`src/rtl/prog_ctrl_pkg.sv`:
```
// Shared types and sizes for the program/run-control sequencer.
// The host loads a 16-entry program and then runs, steps or halts the CPU.
package prog_ctrl_pkg;

   localparam int ADDR_W    = 4;
   localparam int INSTR_W   = 8;
   localparam int MEM_DEPTH = 16;

   typedef enum logic [1:0] {
      IDLE = 2'd0,
      LOAD = 2'd1,
      RUN  = 2'd2,
      STEP = 2'd3
   } state_t;

endpackage

```
`src/rtl/prog_mem.sv`:
```
// 16x8 instruction store: synchronous write, asynchronous read, cleared on reset.
import prog_ctrl_pkg::*;

module prog_mem (
   input  logic               clk,
   input  logic               rst,
   input  logic               we,
   input  logic [ADDR_W-1:0]  waddr,
   input  logic [INSTR_W-1:0] wdata,
   input  logic [ADDR_W-1:0]  raddr,
   output logic [INSTR_W-1:0] rdata
);

   logic [INSTR_W-1:0] mem [MEM_DEPTH];

   always_ff @(posedge clk) begin
      if (rst) begin
         for (int i = 0; i < MEM_DEPTH; i++) mem[i] <= '0;
      end else if (we) begin
         mem[waddr] <= wdata;
      end
   end

   // Read is combinational so the CPU sees the new instruction the cycle addr moves.
   assign rdata = mem[raddr];

endmodule

```
`src/rtl/prog_ctrl.sv`:
```
// Program load and run-control sequencer for the 4-bit CPU: owns the program
// memory, gates the CPU clock enable for run/step and stops on a breakpoint.
import prog_ctrl_pkg::*;

module prog_ctrl #(
   parameter int RUN_PERIOD = 4
) (
   input  logic               clk,
   input  logic               rst,
   input  logic               ld_start,
   input  logic               ld_valid,
   output logic               ld_ready,
   input  logic [INSTR_W-1:0] ld_data,
   input  logic               run,
   input  logic               halt,
   input  logic               step,
   input  logic               bp_en,
   input  logic [ADDR_W-1:0]  bp_addr,
   input  logic [ADDR_W-1:0]  addr,
   output logic [3:0]         opecode,
   output logic [3:0]         imm,
   output logic               cpu_ce,
   output logic               cpu_n_rst,
   output logic               busy,
   output logic               bp_hit,
   output logic [7:0]         instr_count
);

   localparam logic [7:0]        DIV_LAST  = 8'(RUN_PERIOD - 1);
   localparam logic [ADDR_W-1:0] WPTR_LAST = ADDR_W'(MEM_DEPTH - 1);

   state_t             state;
   logic [ADDR_W-1:0]  wptr;
   logic [7:0]         div;
   logic               first;
   logic               accept;
   logic               slot;
   logic               bp_match;
   logic [INSTR_W-1:0] rdata;

   assign accept   = ld_valid && ld_ready;
   assign slot     = (div == DIV_LAST);
   // The instruction that stopped us is allowed to execute on the next run.
   assign bp_match = bp_en && (addr == bp_addr) && !first;

   assign cpu_n_rst = !(rst || state == LOAD);
   assign opecode   = rdata[7:4];
   assign imm       = rdata[3:0];

   prog_mem u_mem (
      .clk   (clk),
      .rst   (rst),
      .we    (accept),
      .waddr (wptr),
      .wdata (ld_data),
      .raddr (addr),
      .rdata (rdata)
   );

   always_ff @(posedge clk) begin
      if (rst) begin
         state       <= IDLE;
         wptr        <= '0;
         div         <= '0;
         first       <= 1'b0;
         cpu_ce      <= 1'b0;
         ld_ready    <= 1'b0;
         busy        <= 1'b0;
         bp_hit      <= 1'b0;
         instr_count <= '0;
      end else begin
         cpu_ce <= 1'b0;
         if (cpu_ce) instr_count <= instr_count + 8'd1;

         case (state)
            IDLE: begin
               if (ld_start) begin
                  state       <= LOAD;
                  wptr        <= '0;
                  instr_count <= '0;
                  bp_hit      <= 1'b0;
                  ld_ready    <= 1'b1;
                  busy        <= 1'b1;
               end else if (run) begin
                  state  <= RUN;
                  div    <= '0;
                  bp_hit <= 1'b0;
                  first  <= 1'b1;
                  busy   <= 1'b1;
               end else if (step) begin
                  state  <= STEP;
                  cpu_ce <= 1'b1;
                  bp_hit <= 1'b0;
                  busy   <= 1'b1;
               end
            end

            LOAD: begin
               if (accept) begin
                  wptr <= wptr + 1'b1;
                  if (wptr == WPTR_LAST) begin
                     state    <= IDLE;
                     ld_ready <= 1'b0;
                     busy     <= 1'b0;
                  end
               end
            end

            RUN: begin
               if (halt) begin
                  state <= IDLE;
                  div   <= '0;
                  busy  <= 1'b0;
               end else if (slot) begin
                  div <= '0;
                  if (bp_match) begin
                     bp_hit <= 1'b1;
                     state  <= IDLE;
                     busy   <= 1'b0;
                  end else begin
                     cpu_ce <= 1'b1;
                     first  <= 1'b0;
                  end
               end else begin
                  div <= div + 8'd1;
               end
            end

            STEP: begin
               state <= IDLE;
               busy  <= 1'b0;
            end

            default: state <= IDLE;
         endcase
      end
   end

endmodule
```
`config.mk`:
```
export PLATFORM = sky130hd
export DESIGN_NAME = prog_ctrl
export DESIGN_NICKNAME = d
export VERILOG_FILES = /design/src/rtl/prog_ctrl_pkg.sv /design/src/rtl/prog_mem.sv /design/src/rtl/prog_ctrl.sv
export SDC_FILE = /design/constraint.sdc
export NUM_CORES = 1
export LEC_CHECK = 0
export ABC_AREA = 1
export CAP_MARGIN = 20
export CORE_MARGIN = 2
export CORE_UTILIZATION = 50
export CTS_CLUSTER_SIZE = 28
export DETAILED_ROUTE_END_ITERATION = 10
export PLACE_DENSITY = 0.79
export RECOVER_POWER = 50
export SLEW_MARGIN = 30
export SYNTH_ARGS = -nofsm -noshare
export SYNTH_HDL_FRONTEND = slang
export SYNTH_SLANG_ARGS = --single-unit
```
`constraint.sdc`:
```
create_clock -name clk -period 1.84 [get_ports clk]
set_input_delay 0.184 -clock clk [delete_from_list [all_inputs] [get_ports clk]]
set_output_delay 0.184 -clock clk [all_outputs]
set_load 0.03 [all_outputs]
```
**Yosys cells after proc, flatten, opt, wreduce, memory -nomap -nowiden**

Memories as Yosys holds them, arrays and structs flattened.
Cells that the tools add are included.

- Add/sub/neg operators: 3
- Eq/ne operators: 18
- Multiplexer cells: 59
- Reduce and logical (&&, ||, !) cells: 16

Operators by type and width:

| kind | count |
|---|---|
| $mux W8 | 8 |
| $mux W1 | 32 |
| $add A8 B1 Y8 const B | 2 |
| $mux W2 | 8 |
| $ne A2 B2 Y1 const B | 8 |
| $pmux W8 S2 | 1 |
| $mux W4 | 3 |
| $reduce_and A5 Y1 | 2 |
| $eq A8 B2 Y1 const B | 1 |
| $pmux W1 S2 | 4 |
| $pmux W2 S4 | 1 |
| $pmux W4 S2 | 1 |
| $reduce_or A8 Y1 | 1 |
| $ne A3 B3 Y1 const B | 2 |
| $reduce_and A3 Y1 | 2 |
| $reduce_and A6 Y1 | 1 |
| $add A4 B1 Y4 const B | 1 |
| $eq A2 B2 Y1 const B | 2 |
| $eq A4 B4 Y1 | 1 |
| $eq A4 B4 Y1 const B | 1 |
| $ne A4 B4 Y1 const B | 1 |
| $pmux W1 S4 | 1 |
| $reduce_and A4 Y1 | 1 |
| $reduce_bool A2 Y1 | 2 |
| other kinds (6) | 9 |

- Register bits after elaboration: 27
- Memory bits (writable): 128
- Bits of input ports: 24
- Output and inout bits: 21
- Memories: 1

Memories:

| name | depth | bits a word | rd ports | clocked after memory_dff | write ports | RTL line | RTL |
|---|---|---|---|---|---|---|---|
| u_mem.mem | 16 | 8 | 1 | 0 | 16 | prog_mem.sv:14 | `logic [INSTR_W-1:0] mem [MEM_DEPTH];` |

**Logic depth before layout (Yosys ltp)**

- Word-level depth: 7
- Mapped depth: 11
- Mapped depth without buffers: 10

**By module**

From an unflattened synthesis, not the netlist that was laid out.

- Cells, all modules: 913
- Area total of the unflattened synthesis: 7696.1 µm²

Modules (own cells, without submodules):

| module | times used | cells each | area each (µm²) |
|---|---|---|---|
| prog_mem | 1 | 707 | 6254.7 |
| prog_ctrl | 1 | 206 | 1441.4 |

**Least setup slack after synthesis**

Ideal clock, no wire load.

- Path kind: register to register
- From: register ld_ready
- To: memory u_mem.mem[13][0], enable pin
- Library setup time: 329 ps
- Arrival: 1502 ps
- Setup slack: 9 ps
- Cell stages (with the launch flop): 7
- Buffers on the path: 0
- Path through: dfxtp_1 -> nand2_1 -> nor2_1 -> inv_1 -> nor2_1 -> nand2_2 -> nand2_1

RTL lines:

| item | RTL line | RTL |
|---|---|---|
| start: declaration | prog_ctrl.sv:12 | `output logic ld_ready,` |
| start signal: assignment | prog_ctrl.sv:67 | `ld_ready <= 1'b0;` |
| start signal: assignment | prog_ctrl.sv:82 | `ld_ready <= 1'b1;` |
| start signal: assignment | prog_ctrl.sv:103 | `ld_ready <= 1'b0;` |
| end: declaration | prog_mem.sv:14 |  |

==> impl_metrics.tcl <==
set metrics [dict create \
    gp_congestion 0.886 \
    final.period_utilization 1.01 \
    critPathLaunchType "flop" \
    syn-instance-count 788 \
    ant_nets 0 \
    drt_wl_total_um 17500 \
    p_total_mw 9.19 \
    final_util 0.631 \
    grt_start_max_net_pins 66 \
    arrival_ns 2.01 \
    initialDrtViolationCount 588 \
    layout-drive-gt1-share 0.144 \
    synthesis.nets 818 \
    cp_max_fo 8 \
    power.leakage_nw 3.65 \
    clock_latency_ns 0.43 \
    setup_viol 8 \
    drc 0 \
    port_buffers 44 \
    violations "setup timing" \
    cts_buffers 17 \
    fin_ws_ns -0.0217 \
    skew_ns 0.0100 \
    dp.cells 1050 \
    crit_path_end_kind "flop" \
    yosysSeqAreaShare 0.602 \
    max_slew_margin 0.647 \
    hold_path.startpoint "run" \
    final_cells 1081 \
    max_clock_freq_mhz 537 \
    grt_pass1_vias 5832 \
    cts_sinks 155 \
    nNetsFinal 914 \
    worstPathRequired_ns 1.99 \
    syn_area_sq_um 7280 \
    io_pins 45 \
    grt_antenna_before_repair 0 \
    cts-root-buf "clkbuf_16" \
    power-per-cell-area_nw_per_um2 1010 \
    vias 5850 \
    cp-startpoint "ld_ready" \
    clk_path_buf_depth 2 \
    hold_viol 0 \
    avgSynthCellArea_sq_um 9.24 \
    path_clk_slew_ns 0.06 \
    holdBufCountCts 0 \
    die_w_um 125 \
    syn2layout_area_growth_pct 24.4 \
    hold_ws_ns 0.388 \
    grt_overflow 0 \
    rows 44 \
    first_pass_iters 5 \
    yosysWarningCount 0 \
    n_antenna_cell 0 \
    ys_types 32 \
    cts_tree "done" \
    dp_hpwl_um 11800 \
    initial_core_util 0.507 \
    htree_levels 4 \
    die_y_um 125 \
    peakVddDrop_uv 698 \
    period_minus_slack_ns 1.86 \
    n_fill_cell 1141 \
    tightestPinTransition_ns 0.529 \
    grt_usage 0.234 \
    maxCapViolations 0 \
    routedWlPerCell_um 16.2 \
    ys_ff_latch 155 \
    grt_pass1_wl_um 28000 \
    die_area_sq_um 15600 \
    rr_startpoint "ld_ready" \
    hold_class "primary input to flop" \
    core_area_sq_um 14400 \
    vias_per_cell 5.41 \
    outcome "finished, violations left" \
    crit_type "flop to flop" \
    finalMaxSlewViolations 0 \
    rsz0062_at_grt "true" \
]
synthesized netlist by cell type:
cell type  number  area, sq um
buf_2           7         35.0
buf_4           3         22.5
a211oi_1        3         22.5
nor3_1          9         45.0
clkbuf_1       21         78.8
nor2_4          1         11.3
nor2_1        261          980
a21oi_2         1         8.76
nor3b_2         1         12.5
o211ai_1       32          240
inv_4           1         6.26
clkinv_1        1         3.75
o21ai_2         1         8.76
nand3b_1        2         15.0
inv_2           3         11.3
nor2_2         11         68.8
dfxtp_1        27          541
nand2_1        76          285
o21ai_1        17         85.1
xnor2_1         1         8.76
nand2_2        12         75.1
nand3_2         1         10.0
or2_0           1         6.26
inv_1          49          184
nor3b_1         2         15.0
nand3_1        18         90.1
edfxtp_1      128         3840
o21ai_0        67          335
buf_6           5         56.3
a21oi_1        17         85.1
ha_1            6         75.1
nand4_1         3         18.8
state kept, by name, summed over array words and instances (netlist names):
name and flops:
busy 1, wptr 4, div 8, first 1, u_mem.mem 128, bp_hit 1, state 2, cpu_ce 1
instr_count 8, ld_ready 1
through the flow:
step                      setup TNS [ns]  setup WS, ns  instance area (sq um)
after floorplan                        0       0.00914                   7280
after global placement            -0.362       -0.0184                   8460
after detailed placement          -0.512       -0.0253                   8460
after CTS                        -0.0237       -0.0237                   9080
after global routing               -5.76        -0.145                   9060
final                             -0.165       -0.0217                   9060
power breakdown:
part	internal, mW	leakage (nW)	switching (mW)
logic	0.548	1.81	0.963
registers	3.99	1.54	0.108
clock network	2.23	0.306	1.36
layer usage:
layer / wire, um / global-route usage / up-vias / part of all wire
met5: 0 / 0 / - / 0
met4: 566 / 0.102 / 0 / 0.032
met3: 1240 / 0.0571 / 52 / 0.071
met2: 8750 / 0.407 / 247 / 0.50
met1: 6920 / 0.275 / 2711 / 0.40
li1: - / - / 2840 / -
final timing paths:
check	end	slack, ns	depth (start not counted)
worst min register to register	first	0.47	2
worst min-delay path	first	0.39	3
worst max register to register	u_mem.mem[8][4]	-0.02	8
worst max-delay path	u_mem.mem[8][4]	-0.02	8
timing repair:
item	4_1_cts	5_1_grt
setup buffers	0	0
cloned	0	1
pin swaps	9	27
setup endpoints to repair	4	8
gates resized for setup	11	16
cells in the final DEF, fill, tap and decap left out, drive strengths merged:
cell | netlist | final
nor2 | 273 | 273
edfxtp | 128 | 128
nand2 | 88 | 88
o21ai | 85 | 85
buf | 15 | 60
inv | 53 | 55
clkbuf | 21 | 46
o211ai | 32 | 32
clkdlybuf4s50 | 0 | 32
dfxtp | 27 | 27
nand3 | 19 | 19
a21oi | 18 | 18
nor3 | 9 | 9
ha | 6 | 6
clkinv | 1 | 4
a211oi | 3 | 3
nand4 | 3 | 3
nor3b | 3 | 3
nand3b | 2 | 2
or2 | 1 | 1
xnor2 | 1 | 1
bufinv | 0 | 1
dlymetal6s2s | 0 | 1
final cells by class:
type                    count  area (sq um)  share of cell area
clock buffers              26           554              0.0612
multi-input cells         543          2500               0.276
well taps                 184           230              0.0254
flip-flops and latches    155          4380               0.484
clock inverters             6          68.8             0.00759
inverters                  54           208              0.0229
repair buffers            113          1120               0.123
critical path, cell delays in order (launching register included):
cell and delay (ns):
dfxtp_1 0.35, nand2_1 0.07, nor2_1 0.16, inv_1 0.10, nor2_1 0.09, clkbuf_1 0.41
nand2_1 0.13, nand2_1 0.14, buf_12 0.13
kinds of logic (layout without fill, tap and decap cells):
kind of cell | Yosys count | count (layout) | share of synthesized area
AO/OA/AOI/OAI | 138 | 138 | 0.108
buffers and inverters | 90 | 199 | 0.0546
AND/OR/NAND/NOR | 398 | 398 | 0.224
XOR/XNOR | 1 | 1 | 0.00120
adder cells (fa/ha/maj) | 6 | 6 | 0.0103
flip-flops | 155 | 155 | 0.602
Note: power is estimated with default switching activity, not from simulation.
